**config.mk**
```make
export PLATFORM = sky130hd
export DESIGN_NAME = draw_bullet_flat
export DESIGN_NICKNAME = d
export VERILOG_FILES = /design/src/rtl/draw_bullet_if.sv /design/src/rtl/draw_bullet.sv /design/src/flat_wrapper.sv
export SDC_FILE = /design/constraint.sdc
export NUM_CORES = 1
export LEC_CHECK = 0
export CAP_MARGIN = 20
export CORE_MARGIN = 2
export CORE_UTILIZATION = 40
export CTS_CLUSTER_SIZE = 12
export DETAILED_ROUTE_END_ITERATION = 6
export GPL_TIMING_DRIVEN = 0
export PLACE_DENSITY = 0.67
export SYNTH_ARGS = -nofsm -noshare
export SYNTH_HDL_FRONTEND = slang
export SYNTH_SLANG_ARGS = --single-unit
```
**constraint.sdc**
```tcl
create_clock -name clk -period 5.8 [get_ports clk]
set_input_delay 1.45 -clock clk [delete_from_list [all_inputs] [get_ports clk]]
set_output_delay 1.45 -clock clk [all_outputs]
set_load 0.03 [all_outputs]
```
**src/rtl/draw_bullet_if.sv**
```systemverilog
// Pixel-stream bundle for the VGA overlay pipeline.
// Carries the raster timing and colour of one pixel per clock.
interface draw_bullet_if;
  logic [10:0] hcount;
  logic [10:0] vcount;
  logic        h_sync;
  logic        v_sync;
  logic        h_blank;
  logic        v_blank;
  logic [11:0] rgb;

  modport master (
    output hcount, vcount,
    output h_sync, v_sync,
    output h_blank, v_blank,
    output rgb
  );

  modport slave (
    input hcount, vcount,
    input h_sync, v_sync,
    input h_blank, v_blank,
    input rgb
  );
endinterface

```
**src/rtl/draw_bullet.sv**
```systemverilog
// Bullet overlay and hit detection for the 800x600 game pipeline.
// Two-stage pixel path; bullet state is frozen once per frame.
module draw_bullet #(
  parameter int          BULLET_SIZE  = 8,
  parameter logic [11:0] BULLET_COLOR = 12'hF00,
  parameter logic [11:0] TARGET_COLOR = 12'h0F0
) (
  input  logic          clk,
  input  logic          rst,
  draw_bullet_if.slave  vin,
  draw_bullet_if.master vout,
  input  logic [11:0]   bullet_x_in,
  input  logic [11:0]   bullet_y_in,
  input  logic          bullet_active_in,
  output logic          hit_out
);

  typedef struct packed {
    logic [10:0] hcount;
    logic [10:0] vcount;
    logic        h_sync;
    logic        v_sync;
    logic        h_blank;
    logic        v_blank;
    logic [11:0] rgb;
  } pix_t;

  localparam logic [12:0] SIZE = 13'(BULLET_SIZE);

  pix_t        pix_in;
  pix_t        s1;
  pix_t        s2;
  logic        box_s1;
  logic [11:0] x_l;
  logic [11:0] y_l;
  logic        act_l;
  logic        hit_flag;

  logic        frame_start;
  logic        act_eff;
  logic [12:0] x_lo;
  logic [12:0] x_hi;
  logic [12:0] y_lo;
  logic [12:0] y_hi;
  logic [12:0] h13;
  logic [12:0] v13;
  logic        in_x;
  logic        in_y;
  logic        in_box;
  logic        hit_now;

  always_comb begin
    pix_in         = '0;
    pix_in.hcount  = vin.hcount;
    pix_in.vcount  = vin.vcount;
    pix_in.h_sync  = vin.h_sync;
    pix_in.v_sync  = vin.v_sync;
    pix_in.h_blank = vin.h_blank;
    pix_in.v_blank = vin.v_blank;
    pix_in.rgb     = vin.rgb;
  end

  // Pixel (0,0) already uses the position being latched for its frame.
  assign frame_start = (vin.hcount == 11'd0)
                    && (vin.vcount == 11'd0);
  assign act_eff = frame_start ? bullet_active_in : act_l;
  assign x_lo = {1'b0, frame_start ? bullet_x_in : x_l};
  assign y_lo = {1'b0, frame_start ? bullet_y_in : y_l};
  assign x_hi = x_lo + SIZE;
  assign y_hi = y_lo + SIZE;
  assign h13  = {2'b00, vin.hcount};
  assign v13  = {2'b00, vin.vcount};

  assign in_x = (h13 >= x_lo) && (h13 < x_hi);
  assign in_y = (v13 >= y_lo) && (v13 < y_hi);

  assign in_box = act_eff
               && !vin.h_blank
               && !vin.v_blank
               && in_x
               && in_y;

  assign hit_now = box_s1
                && (s1.rgb == TARGET_COLOR);

  always_ff @(posedge clk) begin
    if (rst) begin
      x_l      <= '0;
      y_l      <= '0;
      act_l    <= 1'b0;
      s1       <= '0;
      box_s1   <= 1'b0;
      s2       <= '0;
      hit_flag <= 1'b0;
      hit_out  <= 1'b0;
    end else begin
      if (frame_start) begin
        x_l   <= bullet_x_in;
        y_l   <= bullet_y_in;
        act_l <= bullet_active_in;
      end
      s1     <= pix_in;
      box_s1 <= in_box;
      s2     <= s1;
      if (box_s1)
        s2.rgb <= BULLET_COLOR;
      // An overlap still in flight at the latch edge closes out the old frame.
      hit_out  <= frame_start
               && (hit_flag || hit_now);
      hit_flag <= !frame_start
               && (hit_flag || hit_now);
    end
  end

  assign vout.hcount  = s2.hcount;
  assign vout.vcount  = s2.vcount;
  assign vout.h_sync  = s2.h_sync;
  assign vout.v_sync  = s2.v_sync;
  assign vout.h_blank = s2.h_blank;
  assign vout.v_blank = s2.v_blank;
  assign vout.rgb     = s2.rgb;

endmodule

```
**src/flat_wrapper.sv**
```systemverilog
// flat-port wrapper written by rule: the top's interface ports become plain ports
module draw_bullet_flat 
#(
  parameter int          BULLET_SIZE  = 8,
  parameter logic [11:0] BULLET_COLOR = 12'hF00,
  parameter logic [11:0] TARGET_COLOR = 12'h0F0
)
  (clk, rst, bullet_x_in, bullet_y_in, bullet_active_in, hit_out, vin_hcount, vin_vcount, vin_h_sync, vin_v_sync, vin_h_blank, vin_v_blank, vin_rgb, vout_hcount, vout_vcount, vout_h_sync, vout_v_sync, vout_h_blank, vout_v_blank, vout_rgb);
  draw_bullet_if vin_i ();
  draw_bullet_if vout_i ();
  input  logic clk;
  input  logic rst;
  input  logic [11:0] bullet_x_in;
  input  logic [11:0] bullet_y_in;
  input  logic bullet_active_in;
  output logic hit_out;
  input wire logic [$bits(vin_i.hcount)-1:0] vin_hcount;
  input wire logic [$bits(vin_i.vcount)-1:0] vin_vcount;
  input wire logic [$bits(vin_i.h_sync)-1:0] vin_h_sync;
  input wire logic [$bits(vin_i.v_sync)-1:0] vin_v_sync;
  input wire logic [$bits(vin_i.h_blank)-1:0] vin_h_blank;
  input wire logic [$bits(vin_i.v_blank)-1:0] vin_v_blank;
  input wire logic [$bits(vin_i.rgb)-1:0] vin_rgb;
  output wire logic [$bits(vout_i.hcount)-1:0] vout_hcount;
  output wire logic [$bits(vout_i.vcount)-1:0] vout_vcount;
  output wire logic [$bits(vout_i.h_sync)-1:0] vout_h_sync;
  output wire logic [$bits(vout_i.v_sync)-1:0] vout_v_sync;
  output wire logic [$bits(vout_i.h_blank)-1:0] vout_h_blank;
  output wire logic [$bits(vout_i.v_blank)-1:0] vout_v_blank;
  output wire logic [$bits(vout_i.rgb)-1:0] vout_rgb;
  assign vin_i.hcount = vin_hcount;
  assign vin_i.vcount = vin_vcount;
  assign vin_i.h_sync = vin_h_sync;
  assign vin_i.v_sync = vin_v_sync;
  assign vin_i.h_blank = vin_h_blank;
  assign vin_i.v_blank = vin_v_blank;
  assign vin_i.rgb = vin_rgb;
  assign vout_hcount = vout_i.hcount;
  assign vout_vcount = vout_i.vcount;
  assign vout_h_sync = vout_i.h_sync;
  assign vout_v_sync = vout_i.v_sync;
  assign vout_h_blank = vout_i.h_blank;
  assign vout_v_blank = vout_i.v_blank;
  assign vout_rgb = vout_i.rgb;
  draw_bullet #(.BULLET_SIZE(BULLET_SIZE), .BULLET_COLOR(BULLET_COLOR), .TARGET_COLOR(TARGET_COLOR)) u_core (.clk(clk), .rst(rst), .vin(vin_i), .vout(vout_i), .bullet_x_in(bullet_x_in), .bullet_y_in(bullet_y_in), .bullet_active_in(bullet_active_in), .hit_out(hit_out));
endmodule
```
Word-level counts from Yosys, hierarchy flattened
Index checks and enable logic that the tools add are counted.

word-level totals
  flip-flop bits (word level) = 104
  word-level logic and storage cells = 49

cells by class
  order comparisons = 4
  equality and inequality tests = 1
  reductions and logical operators = 17
  add/subtract/negate cells = 2
  muxes and demuxes = 4

operators by type and width
  kind                   number
  $mux 12                3
  $add 12x4->13 const B  2
  $lt 11x13->1           2
  $ge 11x12->1           2
  $logic_not 11->1       2
  $eq 12x8->1 const B    1
  $logic_and 1x1->1      10
  $logic_not 1->1        3
  $reduce_or 2->1        1
  $logic_or 1x1->1       1
  $mux 1                 1

Longest topological paths before layout
Gate-level depths: netlist of the first run.

  word-level depth = 8
  gate-level depth with buffers = 20

Least setup slack after synthesis of the first run
Ideal clock, no wire load.

  kind = input to register
  start point = input vin_hcount[3]
  end point = register u_core.box_s1
  stages = 20
  setup time = 58 ps
  slack = 955 ps
  buffers on the path = 3
  data arrival time = 4786 ps
  cells stage by stage = nor4_2 > nand4_2 > nor2_4 > buf_6 > buf_4 > buf_4 > mux2i_1 > inv_1 > ha_1 > nand2_1 > mux2i_1 > nor2b_1 > xor2_1 > ha_1 > nand2_1 > nor2_1 > a2111oi_0 > o21ai_0 > a21oi_1 > o211a_1

between the ends
  word-level cells in the longest chain between the ends = 8
  elaborated cells between the ends (all ways) = 17
  those cells by class = 2 x add/sub; 4 x order compare; 3 x mux; 8 x reduce/logical

ends and longest elaborated chain
  what                      line                source
  start, declared           flat_wrapper.sv:17  input wire logic [$bits(vin_i.hcount)-1:0] vin_hcount;
  $logic_not 11->1 (*)      draw_bullet.sv:64   assign frame_start = (vin.hcount == 11'd0)
  $logic_and 1x1->1 (*)     draw_bullet.sv:65   && (vin.vcount == 11'd0);
  $mux 12 (*)               n/a
  named net u_core.x_lo[3]  draw_bullet.sv:41   logic [12:0] x_lo;
  $add 12x4->13             draw_bullet.sv:69   assign x_hi = x_lo + SIZE;
  $lt 11x13->1              draw_bullet.sv:74   assign in_x = (h13 >= x_lo) && (h13 < x_hi);
  $logic_and 1x1->1 (*)     draw_bullet.sv:74
  $logic_and 1x1->1 (*)     draw_bullet.sv:80   && in_x
  $logic_and 1x1->1 (*)     draw_bullet.sv:81   && in_y;
  end signal, assigned      draw_bullet.sv:103  box_s1 <= in_box;
  end, declared             draw_bullet.sv:33   logic box_s1;

The timed path passes the listed nets; every way through them passes the cells marked *.
A chain may end at the register's enable or synchronous reset.

Worst setup path after layout of the first run
  start point = input vin_vcount[7]
  end point = register u_core.box_s1

between the ends
  word-level cells in the longest chain between the ends = 8
  elaborated cells between the ends (all ways) = 17
  those cells by class = 2 x add/sub; 4 x order compare; 3 x mux; 8 x reduce/logical

ends and longest elaborated chain
  what                      line                source
  start, declared           flat_wrapper.sv:18  input wire logic [$bits(vin_i.vcount)-1:0] vin_vcount;
  $logic_not 11->1 (*)      draw_bullet.sv:65
  $logic_and 1x1->1 (*)     draw_bullet.sv:65
  $mux 12 (*)               n/a
  named net u_core.x_lo[3]  draw_bullet.sv:41
  $add 12x4->13             draw_bullet.sv:69
  $lt 11x13->1              draw_bullet.sv:74
  $logic_and 1x1->1 (*)     draw_bullet.sv:74
  $logic_and 1x1->1 (*)     draw_bullet.sv:80
  $logic_and 1x1->1 (*)     draw_bullet.sv:81

Marks and branches as above.

==> results.txt, run 1 <==
----------------------------------------------------
[Synth]
  Synthesized cell area ... 0.00432 mm2
  Post-Syn Instances ... 417
  Synthesized netlist net count ... 521
  Flip-flop and latch count after synthesis ... 104
  Sequential share of the synthesized area ... 0.482
  Share of synthesized flip-flops with an asynchronous set or reset ... 0
  Number of warnings reported in the yosys synthesis log ... 0
  Post-synth top flop ... dfxtp_1
  Mean instance size in the synthesized netlist ... 10.4 um2
  Number of flops mapped to enable cells by yosys ... 0
  Yosys cell types ... 48

[Floorplanning]
  Die extent in y ... 108 um
  Initial cell density of the core ... 0.415
  Area enclosed by the die boundary ... 0.0116 mm2
  Number of rows in the core area ... 37
  Floorplan core area ... 0.0104 mm2
  Top-level I/O count ... 104
  Overall die width ... 108 um

[Clock tree]
  CTS tree ... done
  H-tree level count ... 3
  Buffer cell driving the clock tree root ... clkbuf_8
  Clock tree sinks ... 104
  Clock slew at reported path FFs ... 100 ps
  Clock insertion delay at the later pin of the skew report ... 360 ps
  Total clock buffers created by CTS ... 9
  Max Root-Sink Buffers ... 2
  Number of hold-repair buffers added at the cts stage ... 0

[Worst setup path]
  Critical-path cell with the highest stage delay ... clkdlybuf4s50_1
  Data arrival, critical path ... 5770 ps
  Category of the worst setup path launch point ... primary input
  Worst Path Required ... 6100 ps
  Setup slack, reg-to-reg ... 2960 ps
  Cells traversed along the worst timing path ... clkdlybuf4s50_1 > nor4_2 > nand4_2 > nor2_4 > buf_6 > buf_4 > mux2i_2 > inv_1 > ha_1 > nand2_1 > mux2i_1 > nor2b_1 > xor2_1 > ha_1 > nand2_1 > nor2_1 > a2111oi_1 > o21ai_0 > a21oi_1 > o211a_1
  Biggest fanout along the worst timing path ... 19
  Largest stage delay on the critical path ... 530 ps
  Worst Setup End Kind ... flop
  WS Path Type ... primary input to flop

[Detailed routing]
  Detailed router's first-iteration violation count ... 110
  Routed WL per cell ... 14.8 um
  Number of iterations in the first detailed-routing pass ... 4
  Total length of routed wires ... 9960 um
  Antenna-violating nets left ... 0
  Via total after detailed routing ... 3225
  Number of DRC violations after detailed routing ... 0
  Vias per cell ... 4.79

[Power]
  Leakage power total ... 2.19 nW
  Ratio of total power to cell area ... 232 mW/mm2
  Overall power consumption ... 1.33 mW
  Worst ir drop on vdd ... 0.109 mV

[Placement]
  Number of buffers inserted by port buffering ... 103
  Routability congestion estimate ... 0.838
  DP HPWL ... 7990 um

[Finish]
  Layout filler cell count ... 965
  Area taken by flip-flops and latches ... 0.00208 mm2
  Area occupied by multi-input gates ... 0.00214 mm2
  Diodes inserted ... 0
  Commonest cells after routing, fill and taps aside ... 104 x dfxtp_1, 103 x clkdlybuf4s50_1, 66 x nor2b_1
  Area Growth Syn to Fin ... 32.4%
  Most common library cell in the layout ignoring fill and taps ... dfxtp_1
  Share of layout cells above drive strength 1 ... 0.0689
  Net count, final ... 637

[Timing]
  Hold Violations, Final ... 0
  Final Skew ... 12.6 ps
  Slew at the pin closest to its max-slew limit ... 623 ps
  Crit path time final ... 5470 ps
  Final count of negative-setup-slack endpoints ... 0
  Worst hold margin ... 433 ps
  Max Slew Vio Count ... 0
  Final cycle utilization of the critical path ... 0.943
  Highest Clock Rate ... 183 MHz
  Relative slew slack ... 0.573

[Global routing]
  Global-route track usage on met1 ... 0.225
  Global route total overflow ... 0
  Met2 Usage GRT ... 0.295
  First-pass GRT wire length ... 15500 um
  Vias in the first global route ... 3096
  Number of antenna violations at the first check in global routing ... 0
  Most used routing layer in global routing ... met2
  Largest net degree at the start of global routing ... 19
  Aggregate global-route resource usage ... 0.176
  Met3 Resource Use GR ... 0.0375

[Outcome]
  Outcome ... complete, no violations

[Worst hold path]
  Type of the most critical hold path ... flop to flop

[Flow run]
  Max-cap check violation count ... 0

----------------------------------------------------
[registers in the layout, summed over array words and instances, names as in the netlist]
register             count
u_core.vout.h_blank      1
u_core.vout.hcount      11
u_core.vout.v_sync       1
u_core.box_s1            1
u_core.vout.vcount      11
u_core.y_l              12
u_core.hit_flag          1
u_core.vout.v_blank      1
u_core.s1               38
u_core.hit_out           1
u_core.act_l             1
u_core.x_l              12
u_core.vout.rgb         12
u_core.vout.h_sync       1
[what timing repair did]
action                     4_1_cts  5_1_grt
setup buffers                    1        2
resized for setup                0        2
pin swaps                        1        2
setup endpoints to repair        1        1
[metrics by stage]
stage	cells	setup WS [ps]	utilization	setup TNS, ps	instance area, um2
floorplan	417	955	-	0	4320
global placement	656	-381	0.530	-381	5520
detailed placement	656	-452	0.530	-452	5520
CTS	672	27.7	0.548	0	5710
global route	673	-1.62	0.549	-1.62	5720
finish	673	330	0.549	0	5720
[critical path: cells and delay by family]
kind,cells,cell delay (ps)
and+or+nand+nor,7,1150
xor gates and xnor gates,1,170
adders and majority gates,2,550
AOI/OAI and AO/OA,4,840
buffers and inverters,4,1160
muxes,2,440
[worst paths after layout]
path | startpoint | end | cells past startpoint
worst max-delay path | vin_vcount[7] | u_core.box_s1 | 20
worst min-delay path | u_core.s1[31] | u_core.vout.hcount[4] | 1
worst max register to register | u_core.x_l[4] | u_core.box_s1 | 14
worst min register to register | u_core.s1[31] | u_core.vout.hcount[4] | 1
[cells by family (layout without fill, tap and decap cells)]
family          Yosys count  count (layout)  synth area share
xor+xnor                 12              12            0.0243
mux                      29              29            0.0690
fa+ha+maj                39              39             0.113
flops                   104             104             0.482
simple gates            168             168             0.225
buf+inv                  24             144            0.0243
compound gates           41              41            0.0623
[layout make-up]
cell class / count / share of cell area
Multi-Input combinational cell: 289 / 0.374
Sequential cell: 104 / 0.364
Timing Repair Buffer: 106 / 0.184
Tap cell: 136 / 0.0298
Clock buffer: 9 / 0.0217
Buffer: 12 / 0.00985
Clock inverter: 6 / 0.00963
Inverter: 11 / 0.00722
[power by group]
group	internal (mW)	switching, mW	leakage [nW]
clock network	0.161	0.257	0.0853
registers	0.738	0.00605	0.854
logic	0.0852	0.0794	1.25
[metal layers]
metal / part of all wire / routed length, um
met1: 0.47 / 4660
met2: 0.47 / 4700
met3: 0.042 / 421
met4: 0.018 / 180
met5: 0 / 0
[synthesized netlist by cell type (7+ instances only)]
cell      instances  area (um2)
a21oi_1          12        60.1
nor2_1           40         150
mux2i_1          25         250
inv_1            11        41.3
nor2b_1          66         413
nand2_1          15        56.3
and2_1            8        50.1
xor2_1            7        61.3
o21ai_0           8        40.0
clkbuf_1          8        30.0
ha_1             39         488
dfxtp_1         104        2080
nand3_1           9        45.0
(Power assumes the default switching activity.)
==> run 2: changes to the inputs <==
--- a/config.mk
+++ b/config.mk
@@ -15,3 +15,4 @@
 export SYNTH_ARGS = -nofsm -noshare
 export SYNTH_HDL_FRONTEND = slang
 export SYNTH_SLANG_ARGS = --single-unit
+export TNS_END_PERCENT = 50
==> results of run 2 <==
The final DEF is identical to that of run 1; final timing and power are the same.
